<file path="src/rtl/logic_unit_pipe.sv">
// Bitwise logic unit feeding a DEPTH-entry result FIFO with valid/ready on both sides.
// Define LOGIC_UNIT_POPCNT_EN to add the POP output (popcount of C, buffered with C).
module logic_unit_pipe #(
    parameter int WIDTH = 32,
    parameter int DEPTH = 2
) (
    input  logic             CLK,
    input  logic             RST_N,
    input  logic [WIDTH-1:0] A,
    input  logic [WIDTH-1:0] B,
    input  logic [2:0]       OP,
    input  logic             IN_VALID,
    output logic             IN_READY,
    output logic [WIDTH-1:0] C,
    output logic             ZERO,
`ifdef LOGIC_UNIT_POPCNT_EN
    output logic [$clog2(WIDTH+1)-1:0] POP,
`endif
    output logic             OUT_VALID,
    input  logic             OUT_READY
);

    localparam int PTR_W = $clog2(DEPTH);
    localparam int CNT_W = $clog2(DEPTH) + 1;
`ifdef LOGIC_UNIT_POPCNT_EN
    localparam int POP_W = $clog2(WIDTH + 1);
`endif

    typedef enum logic [2:0] {
        OP_NOR  = 3'b000,
        OP_OR   = 3'b001,
        OP_AND  = 3'b010,
        OP_NAND = 3'b011,
        OP_XOR  = 3'b100,
        OP_XNOR = 3'b101,
        OP_NOTA = 3'b110,
        OP_PASS = 3'b111
    } op_e;

    typedef struct packed {
        logic [WIDTH-1:0] data;
        logic             zero;
`ifdef LOGIC_UNIT_POPCNT_EN
        logic [POP_W-1:0] pop;
`endif
    } entry_t;

    // Each op is a 2-input truth table indexed by {a_bit, b_bit}.
    function automatic logic [3:0] op_table(input op_e op);
        logic [3:0] tt;
        unique case (op)
            OP_NOR:  tt = 4'b0001;
            OP_OR:   tt = 4'b1110;
            OP_AND:  tt = 4'b1000;
            OP_NAND: tt = 4'b0111;
            OP_XOR:  tt = 4'b0110;
            OP_XNOR: tt = 4'b1001;
            OP_NOTA: tt = 4'b0011;
            OP_PASS: tt = 4'b1100;
        endcase
        return tt;
    endfunction

`ifdef LOGIC_UNIT_POPCNT_EN
    function automatic logic [POP_W-1:0] popcount(input logic [WIDTH-1:0] v);
        logic [POP_W-1:0] n;
        n = '0;
        for (int i = 0; i < WIDTH; i++) n = n + POP_W'(v[i]);
        return n;
    endfunction
`endif

    logic [PTR_W-1:0] wr_ptr;
    logic [PTR_W-1:0] rd_ptr;
    logic [CNT_W-1:0] count;
    logic             armed;
    logic [3:0]       tt;
    logic [WIDTH-1:0] result;
    entry_t           new_entry;
    entry_t           head;
    entry_t           mem [DEPTH];
    logic             do_push;
    logic             do_pop;

    // armed keeps IN_READY low until the first edge after reset release.
    assign IN_READY  = armed && (count < CNT_W'(DEPTH));
    assign OUT_VALID = (count != '0);
    assign do_push   = IN_VALID && IN_READY;
    assign do_pop    = OUT_VALID && OUT_READY;

    // NOTE: every always_comb output gets a default first so no latch is inferred.
    always_comb begin
        tt     = op_table(op_e'(OP));
        result = '0;
        for (int i = 0; i < WIDTH; i++) result[i] = tt[{A[i], B[i]}];
    end

    always_comb begin
        new_entry      = '0;
        new_entry.data = result;
        new_entry.zero = ~|result;
`ifdef LOGIC_UNIT_POPCNT_EN
        new_entry.pop  = popcount(result);
`endif
    end

    // NOTE: storage has no reset; only entries below count are ever presented.
    always_ff @(posedge CLK) begin
        if (do_push) mem[wr_ptr] <= new_entry;
    end

    // NOTE: state updates use <= so every register sees pre-edge values.
    always_ff @(posedge CLK or negedge RST_N) begin
        if (!RST_N) begin
            wr_ptr <= '0;
            rd_ptr <= '0;
            count  <= '0;
            armed  <= 1'b0;
        end else begin
            armed <= 1'b1;
            if (do_push) wr_ptr <= wr_ptr + PTR_W'(1);
            if (do_pop)  rd_ptr <= rd_ptr + PTR_W'(1);
            unique case ({do_push, do_pop})
                2'b10:   count <= count + CNT_W'(1);
                2'b01:   count <= count - CNT_W'(1);
                default: count <= count;
            endcase
        end
    end

    assign head = mem[rd_ptr];
    assign C    = OUT_VALID ? head.data : '0;
    assign ZERO = OUT_VALID && head.zero;
`ifdef LOGIC_UNIT_POPCNT_EN
    assign POP  = OUT_VALID ? head.pop : '0;
`endif

endmodule

</file>
<file path="config.mk">
export PLATFORM = sky130hd
export DESIGN_NAME = logic_unit_pipe
export DESIGN_NICKNAME = d
export VERILOG_FILES = /design/src/rtl/logic_unit_pipe.sv
export SDC_FILE = /design/constraint.sdc
export NUM_CORES = 1
export LEC_CHECK = 0
export CORE_MARGIN = 2
export CORE_UTILIZATION = 53
export DETAILED_ROUTE_END_ITERATION = 8
export HOLD_SLACK_MARGIN = 0.1
export PLACE_DENSITY = 0.83
export SLEW_MARGIN = 25
export SYNTH_ARGS = -nofsm -noshare
export SYNTH_HDL_FRONTEND = slang
export SYNTH_SLANG_ARGS = --single-unit
</file>
<file path="constraint.sdc">
create_clock -name CLK -period 4 [get_ports CLK]
set_clock_uncertainty 0.1 [all_clocks]
set_input_delay 0.8 -clock CLK [delete_from_list [all_inputs] [get_ports CLK]]
set_output_delay 0.8 -clock CLK [all_outputs]
set_load 0.05 [all_outputs]
</file>
After elaboration in Yosys (flattened, before gate mapping)
Memories as Yosys holds them, arrays and structs flattened.
Index checks and enable logic that the tools add are counted.
{"block": "op_classes", "n_addsub": 4, "n_mux": 68, "reduce_logical": 8, "n_lt_le_gt_ge": 33, "n_eq_ne": 2}
{"operator": "2-bit by 3-bit less-than comparator with 1-bit output (second input constant)", "count": 32}
{"operator": "1-bit binary-select mux with 2-bit select", "count": 32}
{"operator": "1-bit two-way mux", "count": 34}
{"operator": "32-bit two-way mux", "count": 1}
{"operator": "32-bit OR reduction", "count": 1}
{"operator": "1-bit logical AND", "count": 4}
{"operator": "2-bit one-hot mux with 2 select lines", "count": 1}
{"operator": "2-bit nonzero test", "count": 2}
{"operator": "1-bit adder (second input constant)", "count": 2}
{"operator": "2-bit by 1-bit adder with 2-bit output (second input constant)", "count": 1}
{"operator": "2-bit by 1-bit equality test with 1-bit output (second input constant)", "count": 1}
{"operator": "2-bit equality test (second input constant)", "count": 1}
{"operator": "2-bit less-than comparator (second input constant)", "count": 1}
{"operator": "2-bit by 1-bit subtractor with 2-bit output (second input constant)", "count": 1}
{"operator": "1-bit logical NOT", "count": 1}
{"block": "totals", "regBits": 5, "output_inout_bits": 35, "romBits": 32, "n_memories": 2, "ramBits": 66, "in_bits": 71}
{"name": "mem", "depth": 2, "word_bits": 33, "rd": 1, "rd_ports_with_merged_regs": 0, "wr": 1, "line": "81", "text": "entry_t mem [DEPTH];"}
{"name": "(name not given)", "depth": 8, "word_bits": 4, "rd": 1, "rd_ports_with_merged_regs": 0, "wr": 0, "line": "51", "text": "unique case (op)"}

Longest topological paths before layout
{"block": "depth", "depth_word": 5, "depth_mapped": 14, "ltp_nobuf": 9}

Least setup slack after synthesis
Ideal clock, no wire load.
{"block": "synth_path", "path_type": "in2reg", "start": "input port OP[0]", "end": "memory mem[0][0] in the netlist's numbering, data pin", "n_path_buf": 4, "setup_ps": 182, "required_ps": 3718, "path_stages": 12, "arrival_ps": 3408, "path_slack_ps": 310, "cell_sequence": "buf_2 inv_1 buf_2 buf_2 ha_1 buf_2 nor2_1 mux4_1 a21oi_1 or4_1 or4b_1 nor4_2"}
{"element": "from (decl)", "line": "11", "text": "input logic [2:0] OP,"}
{"element": "to (decl)", "line": "81"}

==> flow_summary.json <==
{
  "hold_class": "register to register",
  "internal-power_mw": 1.91,
  "ir_drop_v": 0.000368,
  "synthFlopType": "edfxtp_1",
  "yosysUniqueCellTypes": 57,
  "layoutNonFillerInstCount": 764,
  "power_switching_share": 0.449,
  "hold_buffers": 0,
  "yosysWarnings": 0,
  "dieHeight_um": 100,
  "grt_setup_unrepaired": "no",
  "wl_met3_um": 1020,
  "worst_slack_ns": 0.400,
  "routed_wirelength_um": 13200,
  "dp_hpwl_um": 9640,
  "area_growth_pct": 28.6,
  "synth-seq-cells": 71,
  "clkTransAtPathRegs_ns": 0.07,
  "worstPathArrival_ns": 3.63,
  "seq_area_um2": 2110,
  "grt_pass1_wl_um": 20400,
  "synth.area.top_cells": "edfxtp_1 (40%), nor2_1 (7.9%), mux2i_1 (7.1%)",
  "portBuffers": 105,
  "cts_tree": "done",
  "drive_gt1_frac": 0.0704,
  "cp_slowest_stage_delay_ns": 0.51,
  "syn_area_per_cell_um2": 8.94,
  "cpLargestDelayFamily": "simple AND/OR/NAND/NOR gates",
  "synth_edf_count": 66,
  "endpoint_kind": "register",
  "final_core_util": 0.693,
  "path_max_fanout": 13,
  "cts_num_sinks": 71,
  "max_freq_ghz": 0.278,
  "num-fill-cells": 701,
  "max_cap_viol_count": 0,
  "cts_max_level": 3,
  "finalSetupViolations": 0,
  "drc": 0,
  "drt_iter0_markers": 503,
  "syn_inst": 549,
  "dp_cells": 749,
  "topRoutingLayerUsed": "met4",
  "core_um2": 9110,
  "grt_usage": 0.258,
  "fp.dieArea_um2": 10000,
  "n_antenna_cell": 0,
  "startpoint_type": "input pin",
  "slowest_stage": "or4b_1",
  "clkLatencyLatePin_ns": 0.32,
  "die_width_um": 100,
  "yosysTopAreaCellShare": 0.404,
  "nNetsFinal": 723,
  "syn_nets": 623,
  "vias_per_cell": 6.08,
  "p_seq_frac": 0.291,
  "antenna_found_initial": 0,
  "grt_pass1_vias": 4173,
  "overflow": 0,
  "required_ns": 4.03,
  "clockPowerShare": 0.152,
  "share_comb_of_total_power": 0.557,
  "critPathKind": "input pin to register",
  "netlist_area_um2": 4910,
  "cts_buffers": 9,
  "slew-limit-headroom": 0.337,
  "path_buf_inv": 2,
  "p_switching_mw": 1.56,
  "pre_cts_ws_ns": 0.100,
  "synth_top_cell_by_area": "edfxtp_1",
  "routedWlPerCell_um": 17.3,
  "finalHoldViolations": 0,
  "ioPinCount": 106,
  "p_leak_nw": 2.41,
  "cts_resized": 0,
  "ys_async_sr_fraction": 0.0704,
  "grt_max_degree": 39,
  "path_cells": "clkdlybuf4s50_1 -> inv_1 -> ha_2 -> nor2_1 -> mux4_1 -> a21oi_1 -> or4_1 -> or4b_1 -> nor4_2",
  "status": "complete, no violations",
  "cts_setup_buffers": 0,
  "antenna_left": 0,
  "rows": 35,
  "wl_met2_um": 6310,
  "worstMarginPinSlew_ns": 0.982,
  "tns_ns": 0,
  "cts_buffer_depth": 2,
  "p_per_area_nw_per_um2": 550,
  "drt-met1-wl_um": 5640,
  "multi_input_area_um2": 2580,
  "dr_total_vias": 4647,
  "initial_core_util": 0.539,
  "root_buffer": "clkbuf_8",
  "first_pass_iters": 5,
  "seq_area_frac_synth": 0.429,
  "finalCriticalPeriod_ns": 3.60,
  "slew_viol_final": 0,
  "period_share": 0.900,
  "gp_congestion": 0.988
}
## kinds of logic (layout without fill, tap and decap cells)
family | count (synthesis) | after routing | synth area share
xor+xnor | 13 | 13 | 0.0232
simple gates | 210 | 210 | 0.187
other cells | 1 | 1 | 0.000764
mux | 40 | 40 | 0.0943
buf+inv | 52 | 156 | 0.0472
fa+ha+maj | 4 | 4 | 0.00969
flops | 71 | 71 | 0.429
compound gates | 158 | 158 | 0.208
## power by group through the flow
stage | sequential [mW] | combinational [mW] | clock (mW)
3_5_place_dp | 1.02 | 1.93 | 0
6_report | 1.01 | 1.93 | 0.528
5_1_grt | 1.02 | 2.03 | 0.557
4_1_cts | 1.01 | 1.94 | 0.535
2_1_floorplan | 0.979 | 1.29 | 0
3_3_place_gp | 1.02 | 1.89 | 0
## path summary, 6_finish.rpt
path                       slack (ns)  cells after the start   endpoint  startpoint
min in group asynchronous        0.59                      1     rd_ptr       RST_N
setup / recovery                 0.40                      9  mem[0][0]       OP[0]
hold / removal                   0.44                      1   count[0]    count[0]
max in group asynchronous        3.01                      1   count[1]       RST_N
setup reg to reg                 1.87                      6   count[1]    count[0]
hold reg to reg                  0.44                      1   count[0]    count[0]
## state kept, by name, summed over array words and instances, names as in the netlist
register,cells
count,2
armed,1
mem,66
wr_ptr,1
rd_ptr,1
## per-stage QoR
step	area (um^2)	power (mW)	hold slack [ns]
2_1_floorplan	4910	2.27	0.361
3_3_place_gp	6120	2.91	0.394
3_5_place_dp	6120	2.96	0.422
4_1_cts	6310	3.49	0.444
5_1_grt	6310	3.61	0.458
6_report	6310	3.47	0.441
## cells in the final DEF, fill, tap and decap left out, drive strengths merged, types with 7 or more instances in the layout
master / n
mux2i: 35
a31oi: 12
inv: 14
clkbuf: 9
a21oi: 35
clkdlybuf4s50: 104
o221ai: 10
nor3: 9
edfxtp: 66
o21ai: 43
xnor2: 8
nand2b: 18
buf: 23
nor2: 104
o22ai: 10
nand2: 56
a22oi: 7
## Yosys cell counts (2+ instances only)
cell       number
nor2_1        103
edfxtp_1       66
nand2_1        56
o21ai_0        42
a21oi_1        35
mux2i_1        35
clkbuf_1       20
nand2b_1       18
buf_2          14
inv_1          13
a31oi_1        12
o221ai_1       10
o22ai_1        10
nor3_1          9
xnor2_1         8
a22oi_1         7
a211o_1         6
a21o_1          6
a2bb2oi_1       6
nor2b_1         6
dfrtp_1         5
o211ai_1        5
xor2_1          5
nor4_1          4
a2111oi_0       3
buf_4           3
ha_1            3
mux4_1          3
o311ai_0        3
a211oi_1        2
a221o_1         2
and3_1          2
nand3_1         2
or4_1           2
## layer usage
layer  track usage  up-vias
met5             0        -
met4        0.0738        0
met3        0.0376       29
met2         0.423      235
met1         0.358     2162
li1              -     2221
## cell type report
| type | instances | share of cell area |
|---|---|---|
| clock inverter | 6 | 0.00991 |
| clock buffer | 9 | 0.0196 |
| inverter | 14 | 0.00833 |
| timing repair buffer | 127 | 0.198 |
| tap | 111 | 0.0220 |
| multi-input combinational | 426 | 0.408 |
| sequential | 71 | 0.334 |
Power figures use the tool's default switching activity.
